**config.mk**
```make
export PLATFORM = sky130hd
export DESIGN_NAME = vga_timing
export DESIGN_NICKNAME = d
export VERILOG_FILES = /design/src/rtl/vga_timing.sv
export SDC_FILE = /design/constraint.sdc
export NUM_CORES = 1
export LEC_CHECK = 0
export ABC_AREA = 1
export BUFFER_PORTS_ARGS = -buffer_cell sky130_fd_sc_hd__buf_2
export CAP_MARGIN = 20
export CORE_MARGIN = 8
export CORE_UTILIZATION = 63
export CTS_BUF_LIST = sky130_fd_sc_hd__clkbuf_8
export DETAILED_ROUTE_END_ITERATION = 12
export GPL_TIMING_DRIVEN = 0
export PLACE_DENSITY = 0.86
export SYNTH_ARGS = -nofsm -noshare
export SYNTH_HDL_FRONTEND = slang
export SYNTH_SLANG_ARGS = --single-unit
```
**constraint.sdc**
```tcl
create_clock -name clk -period 1.9 [get_ports clk]
set_clock_uncertainty 0.05 [all_clocks]
set_input_delay 0.19 -clock clk [delete_from_list [all_inputs] [get_ports clk]]
set_output_delay 0.19 -clock clk [all_outputs]
set_load 0.05 [all_outputs]
```
**src/rtl/vga_timing.sv**
```systemverilog
// vga_timing: pixel-timing generator feeding the colour mixer stage.
// Keeps free-running line/frame counters and registers the visible window,
// active-low sync pulses, pixel coordinates and line/frame start pulses.
// Every output describes the same pixel and lags the counters by one enabled cycle.
//
// Ports:
//   clk         system clock
//   reset       synchronous, active-high reset (overrides pix_en)
//   pix_en      pixel clock enable; one pixel advances per enabled cycle
//   active      1 inside the visible window
//   vga_hs      horizontal sync, active low
//   vga_vs      vertical sync, active low
//   x, y        pixel column / row (keep counting through blanking)
//   line_start  one-cycle pulse at hcnt=0
//   frame_start one-cycle pulse at pixel (0,0)
module vga_timing #(
  parameter int unsigned H_VISIBLE = 640,
  parameter int unsigned H_FRONT   = 16,
  parameter int unsigned H_SYNC    = 96,
  parameter int unsigned H_BACK    = 48,
  parameter int unsigned V_VISIBLE = 480,
  parameter int unsigned V_FRONT   = 10,
  parameter int unsigned V_SYNC    = 2,
  parameter int unsigned V_BACK    = 33
) (
  input  logic       clk,
  input  logic       reset,
  input  logic       pix_en,
  output logic       active,
  output logic       vga_hs,
  output logic       vga_vs,
  output logic [9:0] x,
  output logic [9:0] y,
  output logic       line_start,
  output logic       frame_start
);

  localparam int unsigned CW      = 10;
  localparam int unsigned H_TOTAL = H_VISIBLE + H_FRONT + H_SYNC + H_BACK;
  localparam int unsigned V_TOTAL = V_VISIBLE + V_FRONT + V_SYNC + V_BACK;

  // Region boundaries, pre-sized to the counter width.
  localparam logic [CW-1:0] H_VIS_END = CW'(H_VISIBLE);
  localparam logic [CW-1:0] V_VIS_END = CW'(V_VISIBLE);
  localparam logic [CW-1:0] HS_FIRST  = CW'(H_VISIBLE + H_FRONT);
  localparam logic [CW-1:0] HS_LAST   = CW'(H_VISIBLE + H_FRONT + H_SYNC - 1);
  localparam logic [CW-1:0] VS_FIRST  = CW'(V_VISIBLE + V_FRONT);
  localparam logic [CW-1:0] VS_LAST   = CW'(V_VISIBLE + V_FRONT + V_SYNC - 1);
  localparam logic [CW-1:0] H_LAST    = CW'(H_TOTAL - 1);
  localparam logic [CW-1:0] V_LAST    = CW'(V_TOTAL - 1);

  logic [CW-1:0] hcnt_q, hcnt_d;
  logic [CW-1:0] vcnt_q, vcnt_d;
  logic          active_q, active_d;
  logic          hs_q, hs_d;
  logic          vs_q, vs_d;
  logic [CW-1:0] x_q, x_d;
  logic [CW-1:0] y_q, y_d;
  logic          line_start_q, line_start_d;
  logic          frame_start_q, frame_start_d;

  // Next-state: outputs decode the current counters, counters step in the same cycle.
  always_comb begin
    hcnt_d        = hcnt_q;
    vcnt_d        = vcnt_q;
    active_d      = active_q;
    hs_d          = hs_q;
    vs_d          = vs_q;
    x_d           = x_q;
    y_d           = y_q;
    // Pulses drop on idle cycles so each lasts exactly one clk.
    line_start_d  = 1'b0;
    frame_start_d = 1'b0;

    if (pix_en) begin
      active_d      = (hcnt_q < H_VIS_END) && (vcnt_q < V_VIS_END);
      hs_d          = !((hcnt_q >= HS_FIRST) && (hcnt_q <= HS_LAST));
      vs_d          = !((vcnt_q >= VS_FIRST) && (vcnt_q <= VS_LAST));
      x_d           = hcnt_q;
      y_d           = vcnt_q;
      line_start_d  = (hcnt_q == '0);
      frame_start_d = (hcnt_q == '0) && (vcnt_q == '0);

      if (hcnt_q == H_LAST) begin
        hcnt_d = '0;
        vcnt_d = (vcnt_q == V_LAST) ? '0 : vcnt_q + CW'(1);
      end else begin
        hcnt_d = hcnt_q + CW'(1);
      end
    end
  end

  // State and output registers.
  always_ff @(posedge clk) begin
    if (reset) begin
      hcnt_q        <= '0;
      vcnt_q        <= '0;
      active_q      <= 1'b0;
      hs_q          <= 1'b1;
      vs_q          <= 1'b1;
      x_q           <= '0;
      y_q           <= '0;
      line_start_q  <= 1'b0;
      frame_start_q <= 1'b0;
    end else begin
      hcnt_q        <= hcnt_d;
      vcnt_q        <= vcnt_d;
      active_q      <= active_d;
      hs_q          <= hs_d;
      vs_q          <= vs_d;
      x_q           <= x_d;
      y_q           <= y_d;
      line_start_q  <= line_start_d;
      frame_start_q <= frame_start_d;
    end
  end

  assign active      = active_q;
  assign vga_hs      = hs_q;
  assign vga_vs      = vs_q;
  assign x           = x_q;
  assign y           = y_q;
  assign line_start  = line_start_q;
  assign frame_start = frame_start_q;

endmodule

```
==> results of run 1 <==
-- final cells by class --
class / instances / area [um2] / area share
timing repair buffer: 25 / 125 / 0.0537
clock inverter: 1 / 3.75 / 0.00161
multi-input combinational: 198 / 966 / 0.414
buffer: 10 / 55.1 / 0.0236
inverter: 38 / 143 / 0.0612
sequential: 45 / 901 / 0.386
tap: 44 / 55.1 / 0.0236
clock buffer: 6 / 82.6 / 0.0354
-- metal layers --
layer	wire length, um	vias to the layer above	share of wire
met1	2160	873	0.45
met3	511	6	0.11
met2	2060	101	0.43
met4	38	0	0.0080
li1	-	998	-
met5	0	-	0
-- critical path, cell delays in order (launching register included) --
cell	delay, ns
dfxtp_1	0.41
ha_1	0.22
nand2_2	0.10
nor2_4	0.15
nand3_1	0.13
nand2_2	0.18
nand2_2	0.11
nand2_1	0.08
nor2_1	0.04
-- cells by family (layout without fill, tap and decap cells) --
kind of cell,count (synthesis),in the layout,synth area share
buffers and inverters,48,80,0.0958
xor gates and xnor gates,3,3,0.0127
and+or+nand+nor,140,140,0.307
DFF,45,45,0.436
AOI/OAI and AO/OA,51,51,0.124
adders and majority gates,4,4,0.0242
-- metrics by stage --
| stage | std cells | hold slack (ns) |
|---|---|---|
| 2_1_floorplan | 291 | 0.375 |
| 3_3_place_gp | 360 | 0.399 |
| 3_5_place_dp | 360 | 0.405 |
| 4_1_cts | 367 | 0.115 |
| 5_1_grt | 367 | 0.122 |
| 6_report | 367 | 0.118 |
-- cell usage in the layout (no fill, tap or decap), drive strengths merged --
cell,instances
dfxtp,45
nor3,11
nand4,7
ha,4
inv,39
nand2,69
a21oi,27
clkbuf,10
nand3,19
nor3b,1
nor2,32
nand3b,1
buf,31
o21ai,23
a31oi,1
xor2,3
-- flip-flops by register name, summed over array words and instances (netlist names) --
signal       flops
x               10
vcnt_q          10
vga_vs           1
active           1
vga_hs           1
hcnt_q          10
frame_start      1
y               10
line_start       1
-- power groups by stage --
stage | clock [uW] | sequential (uW) | combinational (uW)
after global routing | 623 | 992 | 230
after floorplan | 0 | 1100 | 70.1
after global placement | 0 | 1010 | 211
after detailed placement | 0 | 1010 | 213
after CTS | 588 | 988 | 214
final | 581 | 988 | 214
-- worst max-delay path by stage --
stage	startpoint	to	slack, ns
finish	hcnt_q[1]$_SDFFE_PP0P_	vcnt_q[2]$_SDFFE_PP0P_	0.33
detailed placement	hcnt_q[1]$_SDFFE_PP0P_	vcnt_q[5]$_SDFFE_PP0P_	0.37
global route	hcnt_q[1]$_SDFFE_PP0P_	vcnt_q[5]$_SDFFE_PP0P_	0.15
CTS	hcnt_q[1]$_SDFFE_PP0P_	vcnt_q[5]$_SDFFE_PP0P_	0.34
floorplan	hcnt_q[1]$_SDFFE_PP0P_	vcnt_q[5]$_SDFFE_PP0P_	0.59
global placement	hcnt_q[1]$_SDFFE_PP0P_	vcnt_q[5]$_SDFFE_PP0P_	0.37
==> results.toml, run 1 <==
[die]
fp-row-count = 20
dieArea_mm2 = 0.00536
ioPinCount = 28
core-area_mm2 = 0.00308
dieWidth_um = 73.2
die_h_um = 73.2
start_util = 0.671

[final_layout]
final_nets = 330
drive_gt1_frac = 0.164
area_delta_synth_final_pct = 12.9
design_area_mm2 = 0.00233
finalCoreUtilization = 0.757
antenna_cells = 0
fill_cells = 258

[timing]
max_slew.worst_pin.slew_ns = 0.528
final.setup.tns_ns = 0
grt_setup_unrepaired = "no"
maxSlewViolCount = 0
hold_viol_final = 0
fmax_mhz = 637
layout_setup_ws_ns = 0.329
period_needed_ns = 1.57
period_share = 0.827
slew_headroom = 0.648
setup_viol = 0

[synth]
ys_seq_elements = 45
yosysWarnings = 0
syn_inst = 291
synth_nets = 298
ys_seq_area_frac = 0.436
ys_async_sr_fraction = 0
synth_common_cells = "nand2_1 (64), dfxtp_1 (45), inv_1 (34)"
synth_flop_cell = "dfxtp_1"
syn-mean-instance-area_um2 = 7.09
synth_top_area_share = 0.436
ys_types = 26
yosysMostFrequentCell = "nand2_1"
mappedNetlistArea_mm2 = 0.00206
synth_edf_count = 0
synth.area.top_cells = "dfxtp_1 (44%), nand2_1 (12%), a21oi_1 (6.5%)"
yosys.area.top_type = "dfxtp_1"

[cts]
cts.sinks = 45
cts_resized = 0
tritoncts = "built"
cts_hold_buf = 0
worstSkewPairLatency_ns = 0.29
clk_transition_reported_paths_ns = 0.08
ctsLongestPathBuffers = 2
clockRootBuffer = "clkbuf_8"
numCtsBuffers = 5
cts_setup_buffers = 0
cts_max_level = 2

[place]
dp_hpwl_um = 3520
place.port_buffers = 25
gp_congestion = 0.891
postPlaceCellArea_mm2 = 0.00224
dp_worst_setup_slack_ns = 0.370

[setup_path]
reg2reg_slack_ns = 0.33
r2r_cells = 8
r2r_start = "hcnt_q[1]$_SDFFE_PP0P_"
reg2reg_to = "vcnt_q[2]$_SDFFE_PP0P_"
cp-start-kind = "register"
cp.arrival_ns = 1.71
critPathMaxFanout = 6
end_kind = "register"
cp.required_ns = 2.04
path_class = "register to register"

[global_route]
grt_pass1_wl_um = 8280
gr-usage-met2 = 0.298
antenna_found_initial = 0
grt_use_met1 = 0.252
grt_use_total = 0.194
grt_pass1_vias = 1880
grt_max_degree = 13
grt-ovfl-total = 0
grt.busiest_layer = "met2"
grt_util_met3 = 0.0591

[power]
p_per_area_mw_per_mm2 = 765
ir_drop_mv = 0.568
p_int_uw = 1300
total_power_uw = 1780
seqPwrFrac = 0.554
comb_power_share = 0.120
p_leak_uw = 0.00105
sw_frac_of_total = 0.268
netSwitchingPower_uw = 478
p_clk_frac = 0.326

[routing]
drtAntennaViolNets = 0
first_pass_iters = 6
vias = 1978
routed_wl_um = 4760
wire_per_inst_um = 13.0
drc = 0
drtIter0Drc = 244
vias_per_cell = 5.39

[hold_path]
hold_path_depth = 2
holdPathEnd = "active$_SDFFE_PP0P_"
hp-class = "input port to register"
hp-start = "reset"

[status]
outcome = "finished clean"

[flow_run]
max_cap_viol_count = 0
Power figures use the tool's default switching activity.
==> run 2, diff against run 1 <==
==> config.mk (replaced) <==
export PLATFORM = sky130hd
export DESIGN_NAME = vga_timing
export DESIGN_NICKNAME = d
export VERILOG_FILES = /design/src/rtl/vga_timing.sv
export SDC_FILE = /design/constraint.sdc
export NUM_CORES = 1
export LEC_CHECK = 0
export ABC_AREA = 0
export BUFFER_PORTS_ARGS = -buffer_cell sky130_fd_sc_hd__buf_2
export CAP_MARGIN = 20
export CORE_MARGIN = 8
export CORE_UTILIZATION = 53
export CTS_BUF_LIST = sky130_fd_sc_hd__clkbuf_8
export DETAILED_ROUTE_END_ITERATION = 12
export GPL_TIMING_DRIVEN = 0
export PLACE_DENSITY = 0.77
export SYNTH_ARGS = -nofsm -noshare
export SYNTH_HDL_FRONTEND = slang
export SYNTH_SLANG_ARGS = --single-unit
==> constraint.sdc (replaced) <==
create_clock -name clk -period 1.4 [get_ports clk]
set_clock_uncertainty 0.05 [all_clocks]
set_input_delay 0.14 -clock clk [delete_from_list [all_inputs] [get_ports clk]]
set_output_delay 0.14 -clock clk [all_outputs]
set_load 0.05 [all_outputs]
==> results.toml, run 2 <==
[status]
outcome = "finished, violations left"
violations = "negative setup slack"

[setup_path]
cp.arrival_ns = 1.97
end_kind = "register"
cp-start-kind = "register"
path_class = "register to register"
critPathMaxFanout = 4
cp.required_ns = 1.52
reg2reg_slack_ns = -0.45

[routing]
first_pass_iters = 5
drtIter0Drc = 205
wire_per_inst_um = 20.4
drtAntennaViolNets = 0
vias = 1988
routed_wl_um = 6760
vias_per_cell = 6.01
drc = 0

[place]
dp.cells = 293
gp_congestion = 0.843
place.port_buffers = 26
dp_hpwl_um = 3140

[die]
ioPinCount = 28
core-area_mm2 = 0.00366
dieWidth_um = 77.7
start_util = 0.550
dieArea_mm2 = 0.00603
die_h_um = 77.7
fp-row-count = 22

[synth]
yosysMostFrequentCell = "dfxtp_1"
yosysWarnings = 0
synth_top_area_share = 0.447
ys_types = 38
ys_async_sr_fraction = 0
synth_nets = 226
syn-mean-instance-area_um2 = 9.20
syn_inst = 219
ys_seq_elements = 45
synth_common_cells = "dfxtp_1 (45), nor2_1 (32), mux2i_1 (21)"
ys_seq_area_frac = 0.447
synth_edf_count = 0
mappedNetlistArea_mm2 = 0.00201
synth_flop_cell = "dfxtp_1"
synth.area.top_cells = "dfxtp_1 (45%), mux2i_1 (10%), nor2_1 (6.0%)"
yosys.area.top_type = "dfxtp_1"

[timing]
hold_viol_final = 0
maxSlewViolCount = 0
setup_viol = 21
max_slew.worst_pin.slew_ns = 0.835
grt_setup_unrepaired = "yes"
fmax_mhz = 540
period_needed_ns = 1.85
slew_headroom = 0.443
layout_setup_ws_ns = -0.452
period_share = 1.32

[final_layout]
drive_gt1_frac = 0.449
final_nets = 290
finalCoreUtilization = 0.797
antenna_cells = 0
layout_commonest_cell = "dfxtp_1"
layout_common_cells = "dfxtp_1 (32), nor2_1 (30), buf_2 (27), buf_4 (27), mux2i_1 (21)"
stdcell_count = 331
area_delta_synth_final_pct = 44.9

[global_route]
grt_pass1_vias = 1797
grt_use_total = 0.184
grt_pass1_wl_um = 8840
antenna_found_initial = 0
grt-ovfl-total = 0
grt_max_degree = 13

[cts]
cts_hold_buf = 0
cts_max_level = 2
cts.sinks = 45
ctsLongestPathBuffers = 2
clockRootBuffer = "clkbuf_8"
numCtsBuffers = 5
tritoncts = "built"
clk_transition_reported_paths_ns = 0.08
worstSkewPairLatency_ns = 0.31

[power]
p_per_area_mw_per_mm2 = 787
p_leak_uw = 0.00124
ir_drop_mv = 0.875

[flow_run]
max_cap_viol_count = 0

[hold_path]
hp-class = "input port to register"
## run 2: cell count changes after synthesis, moves of 8 or more
cell	change
xnor2_1	+8
o21ai_0	-20
nand3_1	-9
mux2i_1	+21
inv_1	-27
a21oi_1	-18
nand2_1	-56
## run 2: where the power goes
group | internal, uW | leakage, uW | total [uW] | switching [uW]
Clock | 384 | 0.0000485 | 807 | 422
Combinational | 82.6 | 0.000822 | 202 | 120
Sequential | 1280 | 0.000372 | 1290 | 8.40
## run 2: stage by stage
stage	hold WS [ns]	TNS, ns	worst slack, ns	instance area [um2]	total power [uW]
final	0.195	-4.35	-0.452	2920	2300
after global routing	0.181	-5.21	-0.467	2920	2360
after CTS	0.156	-2.91	-0.380	2620	2250
after detailed placement	0.427	-6.97	-0.619	2230	1460
after global placement	0.404	-6.74	-0.601	2230	1460
after floorplan	0.322	-3.75	-0.503	2040	1430
## run 2: layer usage
| metal | global-route usage | vias up | part of all wire |
|---|---|---|---|
| li1 | - | 886 | - |
| met1 | 0.220 | 939 | 0.41 |
| met2 | 0.290 | 135 | 0.46 |
| met3 | 0.0588 | 28 | 0.086 |
| met4 | 0.0868 | 0 | 0.040 |
| met5 | 0 | - | 0 |
## run 2: cells by family after synthesis
| group | count (synthesis) | share of synthesized area |
|---|---|---|
| simple gates | 96 | 0.263 |
| flops | 45 | 0.447 |
| buf+inv | 24 | 0.0559 |
| mux | 21 | 0.104 |
| compound gates | 16 | 0.0478 |
| xor+xnor | 13 | 0.0565 |
| fa+ha+maj | 4 | 0.0248 |
## run 2: what timing repair did
item / 4_1_cts / 5_1_grt
pin swaps: 20 / 12
hold endpoints to repair: 0 / 0
endpoints found under the setup margin: 20 / 21
gates resized for setup: 50 / 41
setup buffers: 18 / 19
## run 2: path summary, 6_finish.rpt
kind | startpoint | endpoint | cells after the start
hold / removal | reset | vcnt_q[8]$_SDFFE_PP0P_ | 3
hold reg to reg | active$_SDFFE_PP0P_ | active$_SDFFE_PP0P_ | 2
setup reg to reg | hcnt_q[0]$_SDFFE_PP0P_ | vcnt_q[7]$_SDFFE_PP0P_ | 7
setup / recovery | hcnt_q[0]$_SDFFE_PP0P_ | vcnt_q[7]$_SDFFE_PP0P_ | 7
## run 2: layout make-up
cell class,count,area (um2)
Tap cell,48,60.1
Fill cell,204,742
Sequential cell,45,935
Clock buffer,6,82.6
Multi-Input combinational cell,150,1300
Timing Repair Buffer,62,434
Buffer,12,76.3
Inverter,7,31.3
Clock inverter,1,3.75
## run 2: critical path: stages (launching register included)
cell     delay (ns)
dfxtp_4        0.38
ha_4           0.16
nand4_4        0.10
buf_4          0.17
nor4_4         0.31
buf_4          0.19
mux2i_1        0.27
nor3_1         0.08
